==> src/rtl/button_event_decoder_if.sv <==
// Signal bundle between the debouncer-facing producer and the button event decoder.
// The producer drives the clean level and the decoder returns the held level and event pulses.
interface button_event_decoder_if;
    logic clean_in;
    logic held;
    logic press_pulse;
    logic release_pulse;
    logic short_press;
    logic long_press;
    logic double_click;

    modport master (
        output clean_in,
        input  held,
        input  press_pulse,
        input  release_pulse,
        input  short_press,
        input  long_press,
        input  double_click
    );

    modport slave (
        input  clean_in,
        output held,
        output press_pulse,
        output release_pulse,
        output short_press,
        output long_press,
        output double_click
    );
endinterface

==> src/rtl/button_event_decoder.sv <==
// Classifies a debounced, clk-synchronous button level into one-cycle press/release,
// short-press, long-press and double-click pulses. All outputs are registered.
module button_event_decoder #(
    parameter int LONG_CYCLES = 8,
    parameter int DCLICK_GAP  = 6
) (
    input  logic                   clk,
    input  logic                   rst_n,
    button_event_decoder_if.slave  btn
);
    localparam int MAX_CNT = (LONG_CYCLES > DCLICK_GAP) ? LONG_CYCLES : DCLICK_GAP;
    localparam int CNT_W   = $clog2(MAX_CNT) + 1;
    localparam logic [CNT_W-1:0] LONG_LIM = CNT_W'(LONG_CYCLES);
    localparam logic [CNT_W-1:0] GAP_LIM  = CNT_W'(DCLICK_GAP);
    localparam logic [CNT_W-1:0] CNT_ONE  = CNT_W'(1);

    typedef enum logic [2:0] {
        IDLE,
        PRESSED,
        LONG_HELD,
        WAIT_GAP,
        SECOND
    } state_t;

    state_t           state_q;
    logic [CNT_W-1:0] cnt_q;
    logic [CNT_W-1:0] cnt_d;
    logic             prev_q;
    logic             press_q;
    logic             release_q;
    logic             short_q;
    logic             long_q;
    logic             dclick_q;
    logic             rise_d;
    logic             fall_d;

    always_comb begin
        rise_d = btn.clean_in & ~prev_q;
        fall_d = ~btn.clean_in & prev_q;
        cnt_d  = (cnt_q == '1) ? cnt_q : cnt_q + CNT_ONE;
    end

    always_ff @(posedge clk or negedge rst_n) begin
        if (!rst_n) begin
            state_q   <= IDLE;
            cnt_q     <= '0;
            prev_q    <= 1'b0;
            press_q   <= 1'b0;
            release_q <= 1'b0;
            short_q   <= 1'b0;
            long_q    <= 1'b0;
            dclick_q  <= 1'b0;
        end else begin
            prev_q    <= btn.clean_in;
            press_q   <= rise_d;
            release_q <= fall_d;
            short_q   <= 1'b0;
            long_q    <= 1'b0;
            dclick_q  <= 1'b0;

            case (state_q)
                IDLE: begin
                    if (rise_d) begin
                        state_q <= PRESSED;
                        cnt_q   <= CNT_ONE;
                    end
                end
                PRESSED: begin
                    if (fall_d) begin
                        // With a one-sample gap the falling sample itself finalizes the click.
                        if (DCLICK_GAP == 1) begin
                            short_q <= 1'b1;
                            state_q <= IDLE;
                            cnt_q   <= '0;
                        end else begin
                            state_q <= WAIT_GAP;
                            cnt_q   <= CNT_ONE;
                        end
                    end else if (cnt_d == LONG_LIM) begin
                        long_q  <= 1'b1;
                        state_q <= LONG_HELD;
                        cnt_q   <= '0;
                    end else begin
                        cnt_q <= cnt_d;
                    end
                end
                LONG_HELD: begin
                    if (fall_d) begin
                        state_q <= IDLE;
                        cnt_q   <= '0;
                    end
                end
                WAIT_GAP: begin
                    if (rise_d) begin
                        state_q <= SECOND;
                        cnt_q   <= CNT_ONE;
                    end else if (cnt_d == GAP_LIM) begin
                        short_q <= 1'b1;
                        state_q <= IDLE;
                        cnt_q   <= '0;
                    end else begin
                        cnt_q <= cnt_d;
                    end
                end
                SECOND: begin
                    if (fall_d) begin
                        dclick_q <= 1'b1;
                        state_q  <= IDLE;
                        cnt_q    <= '0;
                    end else if (cnt_d == LONG_LIM) begin
                        long_q  <= 1'b1;
                        state_q <= LONG_HELD;
                        cnt_q   <= '0;
                    end else begin
                        cnt_q <= cnt_d;
                    end
                end
                default: begin
                    state_q <= IDLE;
                    cnt_q   <= '0;
                end
            endcase
        end
    end

    assign btn.held          = prev_q;
    assign btn.press_pulse   = press_q;
    assign btn.release_pulse = release_q;
    assign btn.short_press   = short_q;
    assign btn.long_press    = long_q;
    assign btn.double_click  = dclick_q;
endmodule

==> src/flat_wrapper.sv <==
// flat-port wrapper written by rule: the top's interface ports become plain ports
module button_event_decoder_flat 
#(
    parameter int LONG_CYCLES = 8,
    parameter int DCLICK_GAP  = 6
)
  (clk, rst_n, btn_clean_in, btn_held, btn_press_pulse, btn_release_pulse, btn_short_press, btn_long_press, btn_double_click);
  button_event_decoder_if btn_i ();
  input  logic clk;
  input  logic rst_n;
  input wire logic [$bits(btn_i.clean_in)-1:0] btn_clean_in;
  output wire logic [$bits(btn_i.held)-1:0] btn_held;
  output wire logic [$bits(btn_i.press_pulse)-1:0] btn_press_pulse;
  output wire logic [$bits(btn_i.release_pulse)-1:0] btn_release_pulse;
  output wire logic [$bits(btn_i.short_press)-1:0] btn_short_press;
  output wire logic [$bits(btn_i.long_press)-1:0] btn_long_press;
  output wire logic [$bits(btn_i.double_click)-1:0] btn_double_click;
  assign btn_i.clean_in = btn_clean_in;
  assign btn_held = btn_i.held;
  assign btn_press_pulse = btn_i.press_pulse;
  assign btn_release_pulse = btn_i.release_pulse;
  assign btn_short_press = btn_i.short_press;
  assign btn_long_press = btn_i.long_press;
  assign btn_double_click = btn_i.double_click;
  button_event_decoder #(.LONG_CYCLES(LONG_CYCLES), .DCLICK_GAP(DCLICK_GAP)) u_core (.clk(clk), .rst_n(rst_n), .btn(btn_i));
endmodule
==> config.mk <==
export PLATFORM = sky130hd
export DESIGN_NAME = button_event_decoder_flat
export DESIGN_NICKNAME = d
export VERILOG_FILES = /design/src/rtl/button_event_decoder_if.sv /design/src/rtl/button_event_decoder.sv /design/src/flat_wrapper.sv
export SDC_FILE = /design/constraint.sdc
export NUM_CORES = 1
export LEC_CHECK = 0
export CAP_MARGIN = 20
export CORE_ASPECT_RATIO = 0.7
export CORE_UTILIZATION = 30
export CTS_CLUSTER_SIZE = 24
export DETAILED_ROUTE_END_ITERATION = 7
export GPL_ROUTABILITY_DRIVEN = 1
export HOLD_SLACK_MARGIN = 0.06
export PLACE_DENSITY = 0.53
export SYNTH_ARGS = -nofsm -noshare
export SYNTH_HDL_FRONTEND = slang
export SYNTH_SLANG_ARGS = --single-unit
==> constraint.sdc <==
create_clock -name clk -period 1.8 [get_ports clk]
set_input_delay 0.45 -clock clk [delete_from_list [all_inputs] [get_ports clk]]
set_output_delay 0.45 -clock clk [all_outputs]
set_load 0.1 [all_outputs]
==> run summary <==
post-synth top area cell = dfrtp_1
initial antenna violation count = 0
WP data required = 1960 ps
maximum vdd drop = 0.0009424 V
drt via density = 5.257
relative slew slack = 73.72%
Final Net Count = 116
Slew Limit Fails = 0
post-synth top area share = 39.39%
Place WS = -200.2 ps
Critical Path Source Type = flop
worst-path fanout max = 6
Mean Syn Cell Area = 9.384 um^2
DR vias = 757
drt first-iter violations = 35
Arrival @ worst endpoint = 1870 ps
Mapped Nets = 93
Worst Hold Class = in -> async
number of synthesized register bits = 13
setup TNS = 0 ps
clock buffer depth = 2
part of the cycle the worst path needs = 94.98%
Clk pin slew, worst setup/hold paths = 60 ps
yosys warns = 0
Clock Latency Late Sink = 240 ps
Final ANT Viol Nets = 0
Final WS setup = 90.43 ps
clock skew = 3.068 ps
max_cap viols = 0
Seq/Total Area, Yosys = 39.39%
Final Cell Area = 0.001154 mm^2
CP bufs+invs = 1
final hold vios = 0
final setup violation count = 0
Starting Density = 32.59%
GRT overflow = 0
PwrDens = 1311 mW/mm^2
total track usage = 15.98%
setup repair bufs after CTS = 0
Pre-antenna DRT Iters = 4
CTS Sinks = 13
filler instances = 252
Leakage Power = 0.4886 nW
DP Area = 0.001086 mm^2
Top delay family on crit path = compound AO/OA/AOI/OAI gates
most common cell after layout, fill and taps aside = buf_4
CTS tree = built
pin count of the biggest net entering global routing = 14
post-layout min period = 1710 ps
Layout Cells excl Fill = 144
Yosys cell types = 40
layout cells sized above 1 = 33.64%
Layout area overhead = 39.70%
CTS root buffer = clkbuf_8
FMAX = 584.9 MHz
Syn Inst Count = 88
row count = 15
first-pass GRT wire length = 3422 um
dpl hpwl = 1571 um
Routed WL = 2001 um
CP max-delay cell = dfrtp_1
die height = 45.90 um
kind of critical path = reg -> reg
die area = 0.002970 mm^2
CP peak stage delay = 430 ps
Core Util, Final = 45.53%
H-tree levels = 1
cell area after synthesis = 825.8 um^2
worst slew pin tran = 393.3 ps
GPL Wtd Cong = 0.8405
core area = 0.002534 mm^2
Top-Level Pins = 9
most frequent cells in the layout = buf_4 (15), dfrtp_1 (12), nor2_1 (9), nand2_1 (8), buf_12 (6)
Placed Instances = 140
CP Cell Sequence = buf_4, and3_1, o2111a_2, o31ai_4, a31oi_1, nor2_1
CP endpoint kind = flop
run status = complete, no violations
Synth area leaders = dfrtp_1 (39%), nor2_1 (4.1%), nand2_1 (3.6%)
post-DR wirelength/cell = 13.90 um
vias in the first global route = 681
CTS Buf Count = 3
final antenna diode count = 0
DRC violations left = 0
DIE WIDTH = 64.71 um
number of I/O port buffers = 8
==> state kept, by name, summed over array words and instances, names as in the netlist <==
| signal | count |
|---|---|
| u_core.btn.release_pulse | 1 |
| u_core.cnt_q | 4 |
| u_core.btn.long_press | 1 |
| u_core.btn.held | 1 |
| u_core.btn.press_pulse | 1 |
| u_core.btn.short_press | 1 |
| u_core.state_q | 3 |
| u_core.btn.double_click | 1 |
==> repair_timing <==
action | CTS | global route
hold buffers | 0 | 0
endpoints found under the setup margin | 0 | 4
gates resized for setup | 0 | 3
==> synthesized netlist by cell type <==
cell / count
o31ai_4: 1
or3b_1: 1
nand3_1: 4
o2bb2ai_1: 1
nand2b_1: 2
a311oi_1: 1
buf_2: 2
nor3_1: 3
o31ai_1: 1
o21ai_1: 1
xor2_1: 1
nor2b_1: 2
a2111oi_2: 1
a31oi_1: 3
o21ai_0: 3
o311ai_1: 1
a21oi_2: 1
or4_1: 1
inv_1: 2
nor2_2: 1
nor3b_1: 2
nand3b_1: 1
o211ai_1: 1
nor2_1: 9
clkbuf_1: 1
buf_6: 2
a311o_1: 1
and2_1: 1
o2111a_2: 1
a21o_1: 1
nand4b_1: 1
ha_1: 2
and3_1: 1
nand2_1: 8
nor4b_4: 1
dfrtp_1: 13
a21oi_1: 4
a221oi_2: 1
inv_2: 3
and3_2: 1
==> worst paths after layout <==
kind	start	end	slack (ps)	cells past startpoint
worst max register to register	u_core.cnt_q[3]	u_core.cnt_q[2]	90	6
min in group clk	u_core.state_q[0]	u_core.state_q[2]	650	2
max in group asynchronous	rst_n	u_core.btn.held	1110	2
worst max-delay path	u_core.cnt_q[3]	u_core.cnt_q[2]	90	6
worst min register to register	u_core.state_q[0]	u_core.state_q[2]	650	2
worst min-delay path	rst_n	u_core.state_q[1]	510	2
==> layer usage <==
metal	track usage (%)	routed length (um)	vias up	share of wire [%]
met2	21.67	837	29	42
met4	4.444	6	0	0.30
met3	5.250	134	2	6.7
li1	-	-	366	-
met1	23.64	1023	360	51
met5	0	0	-	0
==> final cells by class <==
| type | count | area (um^2) | area share, % |
|---|---|---|---|
| multi-input combinational | 65 | 467.9 | 40.56 |
| sequential | 13 | 326.6 | 28.31 |
| timing repair buffer | 23 | 252.7 | 21.91 |
| clock buffer | 4 | 45.04 | 3.905 |
| tap | 34 | 42.54 | 3.688 |
| inverter | 5 | 18.77 | 1.627 |
==> cells by family (layout without fill, tap and decap cells) <==
| kind of cell | after synthesis | after routing | share of synthesized area [%] |
|---|---|---|---|
| buf+inv | 10 | 32 | 6.666 |
| compound gates | 23 | 23 | 23.03 |
| flops | 13 | 13 | 39.39 |
| fa+ha+maj | 2 | 2 | 3.030 |
| xor+xnor | 1 | 1 | 1.061 |
| simple gates | 39 | 39 | 26.82 |
==> per-stage QoR <==
stage | power [W] | hold slack (ps)
floorplan | 0.0009727 | 154.4
global placement | 0.001214 | 626.9
detailed placement | 0.001219 | 628.6
CTS | 0.001490 | 513.5
global route | 0.001629 | 526.2
finish | 0.001513 | 514.2
==> report_power, final <==
group          internal, W  leakage [nW]  switching [W]
Clock             0.000156        0.0228       0.000105
Combinational     0.000354         0.298       0.000470
Sequential        0.000356         0.168      0.0000705
(Power assumes the default switching activity.)
